==> src/rtl/addsub_serial.sv <==
// addsub_serial: digit-serial adder/subtractor.
// Adds or subtracts two WIDTH-bit operands CHUNK bits per clock, least-significant
// chunk first, using a ripple carry that is held in a register between cycles.
// Result valid NCHUNK edges after acceptance; result is held until out_ready.
// Back-to-back throughput is one operation every NCHUNK+2 cycles.
//
// Ports:
//   clk, rst               clock, synchronous active-high reset
//   in_valid/in_ready      operand handshake (op, a, b)
//   out_valid/out_ready    result handshake (sum, cout, ovf, zero, neg)
//   op                     0 = a+b, 1 = a-b (computed as a + ~b + 1)
//   cout                   carry out of bit WIDTH-1 (subtract: 1 = no borrow)
//   ovf                    signed two's-complement overflow
//   zero, neg              derived from the final (possibly clamped) sum
//
// Optional feature macro: ADDSUB_SATURATE_EN
//   When defined, an overflowing result is clamped to the signed limit in the
//   direction of a's sign. ovf and cout still report the unclamped condition.

module addsub_serial #(
   parameter int WIDTH = 16,
   parameter int CHUNK = 4
) (
   input  logic             clk,
   input  logic             rst,
   input  logic             in_valid,
   output logic             in_ready,
   input  logic             op,
   input  logic [WIDTH-1:0] a,
   input  logic [WIDTH-1:0] b,
   output logic             out_valid,
   input  logic             out_ready,
   output logic [WIDTH-1:0] sum,
   output logic             cout,
   output logic             ovf,
   output logic             zero,
   output logic             neg
);

   localparam int NCHUNK = WIDTH / CHUNK;
   localparam int CW     = (NCHUNK > 1) ? $clog2(NCHUNK) : 1;

   typedef enum logic [1:0] {
      S_IDLE,
      S_RUN,
      S_DONE
   } state_t;

   state_t           state;
   logic [WIDTH-1:0] a_q;
   logic [WIDTH-1:0] b_q;     // b already inverted for subtract
   logic             carry;   // ripple carry between chunks
   logic [CW-1:0]    cnt;     // index of the chunk processed this cycle

   logic [CHUNK-1:0] a_chunk;
   logic [CHUNK-1:0] b_chunk;
   logic [CHUNK-1:0] res_chunk;
   logic             carry_nxt;
   logic             msb_cin;
   logic             ovf_nxt;
   logic             last;
   logic [WIDTH-1:0] sum_nxt;
   logic [WIDTH-1:0] sum_fin;
   int               idx;

   // Ready only in IDLE and never while reset is asserted.
   assign in_ready = (state == S_IDLE) && !rst;

   assign last = (cnt == CW'(NCHUNK - 1));

   always_comb begin
      idx       = int'(cnt) * CHUNK;
      a_chunk   = a_q[idx +: CHUNK];
      b_chunk   = b_q[idx +: CHUNK];
      {carry_nxt, res_chunk} = {1'b0, a_chunk} + {1'b0, b_chunk}
                             + {{CHUNK{1'b0}}, carry};
      // Carry into the top bit of the chunk recovered from sum = a ^ b ^ cin.
      // Only meaningful on the last chunk, where it is the carry into bit WIDTH-1.
      msb_cin   = res_chunk[CHUNK-1] ^ a_chunk[CHUNK-1] ^ b_chunk[CHUNK-1];
      ovf_nxt   = msb_cin ^ carry_nxt;
      sum_nxt   = sum;
      sum_nxt[idx +: CHUNK] = res_chunk;
      sum_fin   = sum_nxt;
`ifdef ADDSUB_SATURATE_EN
      // Overflow always drives the result away from a's sign, so clamp towards it.
      if (ovf_nxt) begin
         sum_fin = a_q[WIDTH-1] ? {1'b1, {(WIDTH-1){1'b0}}}
                                : {1'b0, {(WIDTH-1){1'b1}}};
      end
`endif
   end

   // Operand registers are not reset: they are always reloaded before use.
   always_ff @(posedge clk) begin
      if (rst) begin
         state     <= S_IDLE;
         cnt       <= '0;
         carry     <= 1'b0;
         out_valid <= 1'b0;
         sum       <= '0;
         cout      <= 1'b0;
         ovf       <= 1'b0;
         zero      <= 1'b0;
         neg       <= 1'b0;
      end else begin
         case (state)
            S_IDLE: begin
               if (in_valid) begin
                  a_q   <= a;
                  b_q   <= op ? ~b : b;
                  carry <= op;           // the +1 of two's-complement subtract
                  cnt   <= '0;
                  state <= S_RUN;
               end
            end
            S_RUN: begin
               carry <= carry_nxt;
               if (last) begin
                  sum       <= sum_fin;
                  cout      <= carry_nxt;
                  ovf       <= ovf_nxt;
                  zero      <= (sum_fin == '0);
                  neg       <= sum_fin[WIDTH-1];
                  out_valid <= 1'b1;
                  state     <= S_DONE;
               end else begin
                  sum <= sum_nxt;
                  cnt <= cnt + 1'b1;
               end
            end
            S_DONE: begin
               if (out_ready) begin
                  out_valid <= 1'b0;
                  state     <= S_IDLE;
               end
            end
            default: state <= S_IDLE;
         endcase
      end
   end

endmodule

==> config.mk <==
export PLATFORM = sky130hd
export DESIGN_NAME = addsub_serial
export DESIGN_NICKNAME = d
export VERILOG_FILES = /design/src/rtl/addsub_serial.sv
export SDC_FILE = /design/constraint.sdc
export NUM_CORES = 1
export LEC_CHECK = 0
export ABC_AREA = 1
export BUFFER_PORTS_ARGS = -buffer_cell sky130_fd_sc_hd__buf_4
export CAP_MARGIN = 20
export CORE_UTILIZATION = 43
export CTS_CLUSTER_SIZE = 16
export DETAILED_ROUTE_END_ITERATION = 12
export HOLD_SLACK_MARGIN = 0.15
export PLACE_DENSITY_LB_ADDON = 0.1
export SYNTH_ARGS = -nofsm -noshare
export SYNTH_HDL_FRONTEND = slang
export SYNTH_SLANG_ARGS = --single-unit
==> constraint.sdc <==
create_clock -name clk -period 4.5 [get_ports clk]
set_input_delay 0.45 -clock clk [delete_from_list [all_inputs] [get_ports clk]]
set_output_delay 0.45 -clock clk [all_outputs]
set_load 0.01 [all_outputs]
# After elaboration in Yosys (flattened, before gate mapping)

Cells that the tools add are included.

Reduce and logical (&&, ||, !) cells: 12
Bitwise operators: 5
Shifts and indexed selects: 4
Add/subtract/negate cells: 4
Multiplexer cells: 14
Equality and inequality tests: 7

Operators by type and width:

| cell                      | count |
|---|---|
| $neg A4 Y33               | 1 |
| $shift A4 B33 Y16 const A | 1 |
| $shiftx A4 B33 Y16        | 1 |
| $shiftx A16 B5 Y4         | 2 |
| $bwmux W16                | 1 |
| $logic_not A16 Y1         | 1 |
| $mux W16                  | 1 |
| $not A16 Y16              | 1 |
| $reduce_and A3 Y1         | 4 |
| $mux W2                   | 5 |
| $ne A2 B2 Y1 const B      | 4 |
| $pmux W2 S3               | 1 |
| $add A4 B4 Y5             | 1 |
| $add A5 B1 Y5             | 1 |
| $eq A2 B2 Y1 const B      | 2 |
| $pmux W1 S2               | 2 |
| $pmux W2 S2               | 1 |
| $reduce_and A2 Y1         | 2 |
| $reduce_bool A2 Y1        | 2 |
| $mux W1                   | 3 |
| $xor A1 B1 Y1             | 3 |
| $add A2 B1 Y2 const B     | 1 |
| $eq A2 B1 Y1 const B      | 1 |
| $logic_not A2 Y1          | 1 |
| 3 further kinds           | 3 |

Word-level logic and storage cells: 57
Bits in registers: 58
Output and inout port bits: 22
Bits of input ports: 37

# Longest topological paths before layout

Word-level depth: 6
Depth in mapped cells: 19
Depth with buffers taken out: 17

# Worst setup path after synthesis

Ideal clock, no wire load.

Path type: reg2reg
From: reg cnt[0]
To: reg zero
Period minus slack after synthesis: 2.721 ns
Arrival time: 2.590 ns
Stages on the path, launching flop included: 19
Path buffers: 3
Setup slack: 1.779 ns
Required time: 4.369 ns
Library setup time: 0.131 ns
Cells stage by stage: dfxtp_1 > buf_6 > buf_6 > buf_2 > o21ai_0 > o22ai_1 > fa_1 > inv_1 > fa_1 > nor2_1 > nand2_1 > o21ai_1 > nor2_1 > nand2_1 > nor2_1 > nand2_1 > nor2_2 > nand3_1 > a21oi_2

Cells in the longest elaborated chain, start to end: 6
Elaborated cells between the ends (all ways): 11
Classes of those cells: 3 x add/sub; 1 x eq/ne; 4 x shift; 1 x mux; 2 x reduce/logical

RTL lines:

| item                                 | RTL line | source |
|---|---|---|
| from (decl)                          | 53       | `logic [CW-1:0] cnt;` |
| from (signal assigned)               | 128      | `cnt <= cnt + 1'b1;` |
| $shiftx A16 B5 Y4 (on tied branches) | 73, 74   |  |
| $add A4 B4 Y5                        | 75       | `{carry_nxt, res_chunk} = {1'b0, a_chunk} + {1'b0, b_chunk}` |
| $add A5 B1 Y5                        | 76       | `+ {{CHUNK{1'b0}}, carry};` |
| $shiftx A4 B33 Y16                   | 82       | `sum_nxt[idx +: CHUNK] = res_chunk;` |
| $bwmux W16                           | 82       |  |
| $logic_not A16 Y1                    | 122      | `zero <= (sum_fin == '0);` |
| to (signal assigned)                 | 122      |  |
| to (decl)                            | 36       | `output logic zero,` |

Several ways; a longest one is shown, not always the timed one.
A chain may end at the register's enable or synchronous reset.

# Worst setup path in the final report

Same ends and word-level chain as after synthesis.

==> results by group <==
Outcome
  – Status: complete, no violations

Critical path
  – Worst setup startpoint: cnt[0]$_SDFFE_PP0P_
  – End of the worst register-to-register path: zero$_SDFFE_PP0P_
  – Crit path DAT: 3350 ps
  – CP Class: register to register
  – Reg2Reg Launch Point: cnt[0]$_SDFFE_PP0P_
  – Req. time, crit path: 4720 ps
  – Flop-to-flop setup slack: 1370 ps
  – Worst r2r path cells: 16
  – Crit path to: zero$_SDFFE_PP0P_
  – Crit start category: register
  – CP max FO: 19
  – Crit end category: register

Timing
  – Headroom to the max-slew limit: 36.7%
  – Setup ws final: 1370 ps
  – Setup_tns: 0 ps
  – Worst Clk Skew: 11.9 ps
  – Fmax: 319 MHz
  – Final setup viols: 0
  – RSZ-0062 raised after global routing: no
  – Tcrit/Tclk final: 69.6%
  – Hold Slack: 292 ps
  – Final period demand of the worst path: 3130 ps
  – Worst-margin pin slew: 947 ps
  – Max-slew violations: 0
  – Endpoints failing hold: 0

Power
  – Power Dens Cells: 368 mW/mm²
  – Overall Power: 1.36 mW
  – Leakage: 1.75 nW
  – Maximum vdd drop: 0.194 mV

Die
  – Die Y: 85.8 µm
  – IO Pins: 59
  – Core Area: 0.00679 mm²
  – Die ar.: 0.00737 mm²
  – Placement Rows: 30
  – Initial Util: 44.5%
  – Die width: 85.8 µm

Placement
  – Post-placement cell area: 0.00352 mm²
  – Port bufs: 58
  – Placed insts: 502
  – Post-DP HPWL: 4.56 mm
  – GPL Wtd Cong: 0.863
  – Place WS: 1400 ps

Finish
  – Post-layout net count: 465
  – Post-layout util: 54.6%
  – Fillers: 655
  – Area of the multi-input gates: 0.00124 mm²
  – Proportion of layout cells with a drive suffix above 1: 21.1%
  – Finished Cell Area: 0.00371 mm²
  – Sequential cell area: 0.00148 mm²
  – Layout Cells excl Fill: 518
  – Synth-to-layout area growth: 22.7%
  – Antenna cells: 0

CTS
  – Clock tree buffer depth: 2
  – Clock net sink count: 58
  – Register clock-pin slew on the reported worst setup and hold paths: 70 ps
  – Clk root buf: clkbuf_8
  – Clock Latency Late Sink: 340 ps
  – CTS Hold Bufs: 0
  – Gates resized, CTS repair: 0
  – Cts bufs inserted: 9
  – CTS H-tree depth: 3
  – TritonCTS clock tree: built
  – Post-CTS Setup Inserts: 0

Global routing
  – Gr usage total: 18.6%
  – First-pass GRT wire length: 10.6 mm
  – Vias in the first global route: 2331
  – Pin count of the biggest net entering global routing: 36
  – Initial antenna violation count: 0
  – Total gr overflow: 0

Detailed routing
  – Detail Route Antenna Nets: 0
  – DR vias: 2409
  – Drt pass-1 iters: 4
  – Total wire length: 6.19 mm
  – Initial DRC Count: 100
  – Drt via density: 4.65
  – Drt drc: 0
  – Routed len/inst: 11.9 µm

Logic synthesis
  – Flops & latches, synth: 58
  – Post-synth net total: 406
  – Synthesis Warnings: 0
  – Syn Inst Count: 358
  – Yosys cell types: 31
  – Syn Std Cell Area: 0.00302 mm²
  – Asr flop ratio synth: 0%
  – Top FF cell, synth: edfxtp_1
  – EDFF count, synth: 32
  – Register area share after synthesis: 49.0%
  – Synth Area per Inst: 8.44 µm²

Hold path
  – Min-Delay Path Class: primary input to register
  – Min-Delay Path Depth: 1

Run
  – Max-cap violations: 0
## cell usage in the layout (no fill, tap or decap), drive strengths merged
| master | Yosys | routed |
|---|---|---|
| a21oi | 19 | 19 |
| a22oi | 1 | 1 |
| a32oi | 2 | 2 |
| buf | 6 | 60 |
| bufinv | 0 | 1 |
| clkbuf | 6 | 9 |
| clkinv | 0 | 5 |
| clkinvlp | 0 | 1 |
| dfxtp | 26 | 26 |
| edfxtp | 32 | 32 |
| fa | 2 | 2 |
| ha | 9 | 9 |
| inv | 62 | 62 |
| nand2 | 72 | 72 |
| nand3 | 19 | 19 |
| nand3b | 1 | 1 |
| nand4 | 2 | 2 |
| nor2 | 35 | 35 |
| nor3 | 2 | 2 |
| o211ai | 1 | 1 |
| o21ai | 36 | 36 |
| o22ai | 4 | 4 |
| o31ai | 2 | 2 |
| or2 | 1 | 1 |
| xnor2 | 1 | 1 |
| xor2 | 17 | 17 |
## where the power goes
group | internal [mW] | switching, mW | total [mW]
registers | 0.591 | 0.0199 | 0.611
logic | 0.119 | 0.176 | 0.295
clock network | 0.249 | 0.209 | 0.457
total | 0.959 | 0.405 | 1.36
## final cells by class
type	count	area share (%)
clock buffer	9	3.34
inverter	62	6.28
timing repair buffer	60	12.1
tap	96	3.24
sequential	58	39.9
multi-input combinational	226	33.4
clock inverter	7	1.62
## registers in the layout, summed over array words and instances, names as in the netlist
register and cells:
ovf 1, cnt 2, carry 1, cout 1, neg 1, zero 1
out_valid 1, state 2, sum 16, a_q 16, b_q 16
## critical path, stage by stage, from the launching register on
cell and delay [ps]:
dfxtp_1 670, inv_2 270, o21ai_0 220, o22ai_1 130, fa_1 420, inv_1 90, fa_1 420, nor2_1 170
nand2_1 80, o21ai_1 170, nor2_1 60, nand2_1 50, nor2_1 40, nand2_1 70, nor2_2 30, nand3_1 70
a21oi_2 50
## cell usage after synthesis, types with 2 or more instances
master / n / area [µm²]
nand4_1: 2 / 12.5
o22ai_1: 4 / 25.0
o21ai_1: 2 / 10.0
nand3_1: 18 / 90.1
nor2_1: 29 / 109
fa_1: 2 / 40.0
dfxtp_1: 26 / 521
clkbuf_1: 6 / 22.5
nand2_2: 2 / 12.5
a32oi_1: 2 / 17.5
buf_6: 3 / 33.8
inv_1: 60 / 225
edfxtp_1: 32 / 961
nor2_2: 6 / 37.5
a21oi_2: 2 / 17.5
xor2_1: 17 / 149
o21ai_0: 34 / 170
nand2_1: 70 / 263
a21oi_1: 17 / 85.1
nor3_1: 2 / 10.0
ha_1: 9 / 113
buf_2: 3 / 15.0
inv_2: 2 / 7.51
## worst min path at each step
stage	from	to
after global routing	a[2]	a_q[2]$_DFFE_PP_
after floorplan	state[1]$_SDFFE_PP0P_	state[1]$_SDFFE_PP0P_
after global placement	out_valid$_SDFFE_PP0P_	out_valid$_SDFFE_PP0P_
after detailed placement	out_valid$_SDFFE_PP0P_	out_valid$_SDFFE_PP0P_
final	a[2]	a_q[2]$_DFFE_PP_
after CTS	a[12]	a_q[12]$_DFFE_PP_
## cells by family after synthesis
logic type / share of synthesized area, %
and+or+nand+nor: 18.5
xor gates and xnor gates: 5.22
adders and majority gates: 5.05
DFF: 49.0
buffers and inverters: 10.1
AOI/OAI and AO/OA: 12.2
## layer usage
metal / up-vias / wire [µm] / GRT usage, %
met5: - / 0 / 0
met4: 0 / 146 / 7.42
met3: 16 / 291 / 5.20
met2: 59 / 3000 / 31.0
met1: 1065 / 2750 / 22.8
li1: 1269 / - / -
Power figures use the tool's default switching activity.
